## config.mk

```make
export PLATFORM = sky130hd
export DESIGN_NAME = tapped_shift_register_array
export DESIGN_NICKNAME = d
export VERILOG_FILES = /design/src/rtl/tapped_shift_register_array.sv
export SDC_FILE = /design/constraint.sdc
export NUM_CORES = 1
export LEC_CHECK = 0
export ABC_CLOCK_PERIOD_IN_PS = 3000
export BUFFER_PORTS_ARGS = -buffer_cell sky130_fd_sc_hd__buf_4
export CAP_MARGIN = 20
export CORE_UTILIZATION = 45
export CTS_BUF_LIST = sky130_fd_sc_hd__clkbuf_16
export DETAILED_ROUTE_END_ITERATION = 16
export HOLD_SLACK_MARGIN = 0.03
export PLACE_DENSITY = 0.63
export SYNTH_ARGS = -nofsm -noshare
export SYNTH_HDL_FRONTEND = slang
export SYNTH_SLANG_ARGS = --single-unit
export TNS_END_PERCENT = 5
```

## constraint.sdc

```tcl
create_clock -name clk -period 3 [get_ports clk]
set_input_delay 0.3 -clock clk [delete_from_list [all_inputs] [get_ports clk]]
set_output_delay 0.3 -clock clk [all_outputs]
set_load 0.01 [all_outputs]
```

## src/rtl/tapped_shift_register_array.sv

```systemverilog
// Bidirectional DEPTH x BIT_WIDTH delay line with a run-time output tap, per-stage valid tags and occupancy count.
// Define SHIFT_ARRAY_OUT_REG_EN to register out/out_valid (one extra cycle of latency).
module tapped_shift_register_array #(
   parameter int BIT_WIDTH   = 8,
   parameter int DEPTH       = 8,
   parameter int TAP_WIDTH   = 3,
   parameter int COUNT_WIDTH = 4
) (
   input  logic                   clk,
   input  logic                   reset,
   input  logic                   enable,
   input  logic                   dir,
   input  logic                   flush,
   input  logic [BIT_WIDTH-1:0]   in,
   input  logic                   in_valid,
   input  logic [TAP_WIDTH-1:0]   tap,
   output logic [BIT_WIDTH-1:0]   out,
   output logic                   out_valid,
   output logic [COUNT_WIDTH-1:0] fill_count
);

   // enable advances the array by one stage per rising edge; flush wins over enable.
   localparam logic [TAP_WIDTH:0] MAX_TAP = (TAP_WIDTH + 1)'(DEPTH - 1);

   logic [BIT_WIDTH-1:0]   s [DEPTH];
   logic [DEPTH-1:0]       v;
   logic [COUNT_WIDTH-1:0] count;
   logic                   drop;
   logic [TAP_WIDTH:0]     tap_eff;
   logic [TAP_WIDTH:0]     sel;
   logic [BIT_WIDTH-1:0]   mux_data;
   logic                   mux_valid;

   // The stage leaving the array is the far end for the current direction.
   assign drop = dir ? v[0] : v[DEPTH-1];

   always_ff @(posedge clk or negedge reset) begin
      if (!reset) begin
         for (int i = 0; i < DEPTH; i++) s[i] <= '0;
         v     <= '0;
         count <= '0;
      end else if (flush) begin
         for (int i = 0; i < DEPTH; i++) s[i] <= '0;
         v     <= '0;
         count <= '0;
      end else if (enable) begin
         if (!dir) begin
            s[0] <= in;
            for (int i = 1; i < DEPTH; i++) s[i] <= s[i-1];
            v <= {v[DEPTH-2:0], in_valid};
         end else begin
            s[DEPTH-1] <= in;
            for (int i = 0; i < DEPTH - 1; i++) s[i] <= s[i+1];
            v <= {in_valid, v[DEPTH-1:1]};
         end
         count <= count + COUNT_WIDTH'(in_valid) - COUNT_WIDTH'(drop);
      end
   end

   // Tap counts from the entry point, so right mode mirrors the stage index.
   always_comb begin
      tap_eff   = ({1'b0, tap} > MAX_TAP) ? MAX_TAP : {1'b0, tap};
      sel       = dir ? (MAX_TAP - tap_eff) : tap_eff;
      mux_data  = '0;
      mux_valid = 1'b0;
      for (int i = 0; i < DEPTH; i++) begin
         if (sel == (TAP_WIDTH + 1)'(i)) begin
            mux_data  = s[i];
            mux_valid = v[i];
         end
      end
   end

`ifdef SHIFT_ARRAY_OUT_REG_EN
   logic [BIT_WIDTH-1:0] out_q;
   logic                 out_valid_q;

   // Loaded every edge regardless of enable so tap/dir changes land one edge later.
   always_ff @(posedge clk or negedge reset) begin
      if (!reset) begin
         out_q       <= '0;
         out_valid_q <= 1'b0;
      end else if (flush) begin
         out_q       <= '0;
         out_valid_q <= 1'b0;
      end else begin
         out_q       <= mux_data;
         out_valid_q <= mux_valid;
      end
   end

   assign out       = out_q;
   assign out_valid = out_valid_q;
`else
   assign out       = mux_data;
   assign out_valid = mux_valid;
`endif

   assign fill_count = count;

endmodule

```

==> metrics.txt <==
Clock Power Share 39.3%; drt drc 0; GR Overflow Total 0; later-pin clock latency in the skew report 0.34 ns; Initial DRT Pass Iterations 4; Sw Ratio 29.0%; hold crit path type in -> reg; layout cell share with drive strength beyond 1 14.7%; Async S/R FF share, synth 100%; Pint 2.08 mW; Clock Sink Count 76; hold_buf cts 0; critical path startpoint category input pin; Total Nets Final 595; Synth area leader dfrtp_1; Fin. Hold Viols 0; VDD IR max 0.000273 V; via count 4472; status complete, no violations; largest cells by area after synthesis dfrtp_1, mux2i_1, a211oi_1; Post-Synthesis Cells 577; CTS-repair resized insts 0; YS warnings 0; Die Ht 112 µm; DP Wirelength 8.65 mm; die area 0.0125 mm²; vias in the first global route 4407; share of Yosys cell area claimed by the top area cell type 35.1%; routability cong. 0.818; Total GRT Usage 22.5%; Psw 0.852 mW; Die Wd 112 µm; sequential fraction of design power 40.6%; fmax 0.406 GHz; Reg2Reg Depth 8; Clock Skews 0.00656 ns; CORE AREA 0.0116 mm²; combinational share of power 20.1%; global-route wire length before repair 22.6 mm; CP startpoint dir; Layout Area Growth over Synthesis 9.21%; net count of the mapped netlist 599; slew margin rel. 55.2%; Netlist Area Pre-Place 0.00542 mm²; crit path max fanout 54; arrival time of the worst setup path 2.17 ns; Antenna Nets Post-Route 0; Tcrit/Tclk final 82.2%; Place WS 0.533 ns; Wirelength per Cell 18.7 µm; HP Start in[1]; # Post-CTS Setup Buffers 0; Max clock buf depth 2; port bufs 29; Num CTS Buffers 9; largest net degree at the start of global routing 77; Tmin final 2.47 ns; Netlist cell types 52; routed wire length 13.5 mm; I/O Pins 30; Worst Path Required 2.70 ns; vias per std cell 6.20; Antenna Cells 0; root buf cell clkbuf_16; H-tree Lvls 3; Initial Util 46.8%; max-cap violations 0; post-synthesis sequential area ratio 35.1%; std cell rows 39; initial antenna violation count 0; Post-synth EDFFs 0; pwr/cell area 496 mW/mm²; CP Capture Type output pin; Worst-path clk slew 0.06 ns; initial drt markers 301; main flop type after synthesis dfrtp_1; Max Slew Vio Count 0; measured slew at the worst slew-check pin 0.672 ns; crit path kind in -> out; CTS tree done; setup TNS 0 ns; RSZ-0062 raised after global routing no; Crit Reg-Reg Startpoint v[7]$_DFFE_PN0P_; #FFs+latches synth 76; synthesized area per cell 9.39 µm²; Hold Path Stages 3; Leak 2.54 nW; final worst setup slack 0.534 ns; final setup fails 0
[synth_stat cells (all sizes together), types with 2 or more instances]
library cell / n
nor2: 89
mux2i: 79
dfrtp: 76
a211oi: 70
buf: 34
a21oi: 25
clkbuf: 22
nor2b: 19
mux2: 16
nand2: 15
a221oi: 9
inv: 9
nor3b: 9
o21ai: 9
o22ai: 8
a221o: 7
nand2b: 7
nand3b: 6
a2bb2oi: 5
a31oi: 5
a32oi: 5
nand3: 5
o221ai: 5
or2: 5
a311oi: 4
a31o: 4
ha: 4
a2111oi: 3
o21bai: 3
o311ai: 3
a22oi: 2
and2: 2
mux4: 2
[cells by family (layout without fill, tap and decap cells)]
logic type | after synthesis | count (layout) | share of synthesized area, %
fa+ha+maj | 5 | 5 | 1.29
mux | 97 | 97 | 18.8
xor+xnor | 1 | 1 | 0.162
flops | 76 | 76 | 35.1
buf+inv | 65 | 66 | 6.81
simple gates | 163 | 163 | 14.7
compound gates | 170 | 170 | 23.2
[worst paths after layout]
check	end	slack, ns
min in group asynchronous	s[26]$_DFFE_PN0P_	0.48
max in group asynchronous	v[3]$_DFFE_PN0P_	1.91
min	s[57]$_DFFE_PN0P_	0.31
min reg2reg	fill_count[0]$_DFFE_PN0P_	0.56
max reg2reg	fill_count[3]$_DFFE_PN0P_	0.76
max	out[5]	0.53
[state kept, by name (all words and copies together) (netlist names)]
register	cells
s	64
v	8
fill_count	4
[worst max-delay path, cell delays in order]
cell,delay [ns]
buf_4,0.23
buf_12,0.33
nor2_1,0.09
a32oi_1,0.56
o221ai_1,0.20
a31oi_1,0.25
buf_4,0.17
[cell type report]
cell class,count,area (µm²)
inverter,9,33.8
fill,1064,5650
tap,143,179
clock inverter,7,82.6
timing repair buffer,41,348
sequential,76,1900
multi-input combinational,436,3150
clock buffer,9,225
[power by group through the flow]
stage	logic (mW)	registers (mW)	clock network [mW]
3_3_place_gp	0.573	1.20	0
6_report	0.591	1.19	1.15
2_1_floorplan	0.439	1.18	0
5_1_grt	0.654	1.20	1.21
4_1_cts	0.589	1.19	1.18
3_5_place_dp	0.586	1.21	0
[metal layers]
layer | wire (µm) | global-route usage (%) | vias to the layer above
met5 | 0 | 0 | -
met4 | 221 | 7.21 | 0
met3 | 564 | 4.08 | 18
met2 | 6580 | 37.1 | 106
met1 | 6150 | 30.1 | 2189
li1 | - | - | 2159
[per-stage QoR]
stage	hold WS [ns]	util, %	area [µm²]	power [mW]	cells
6_report	0.310	51.2	5920	2.93	721
3_5_place_dp	0.536	48.2	5580	1.79	703
4_1_cts	0.172	50.9	5890	2.96	719
2_1_floorplan	0.00441	-	5420	1.62	577
3_3_place_gp	0.526	48.2	5580	1.78	703
5_1_grt	0.322	51.2	5920	3.07	721
[cells in the final DEF (no fill, tap or decap), types with 3 or more instances in the layout]
master | netlist | final
nor2_1 | 88 | 88
mux2i_1 | 79 | 79
dfrtp_1 | 76 | 76
a211oi_1 | 70 | 70
buf_4 | 6 | 37
a21oi_1 | 25 | 25
nor2b_1 | 18 | 18
mux2_2 | 16 | 16
nand2_1 | 15 | 15
inv_1 | 9 | 10
a221oi_1 | 9 | 9
o21ai_0 | 9 | 9
clkbuf_16 | 0 | 9
nor3b_1 | 8 | 8
o22ai_1 | 8 | 8
nand2b_1 | 7 | 7
a221o_1 | 7 | 7
nand3b_1 | 6 | 6
nand3_1 | 5 | 5
or2_2 | 5 | 5
a31oi_1 | 5 | 5
a32oi_1 | 5 | 5
o221ai_1 | 5 | 5
a2bb2oi_1 | 4 | 4
a31o_2 | 4 | 4
ha_1 | 4 | 4
o21bai_1 | 3 | 3
a2111oi_0 | 3 | 3
o311ai_0 | 3 | 3
a311oi_1 | 3 | 3
clkinv_1 | 0 | 3
buf_12 | 0 | 3
Power figures use the tool's default switching activity.
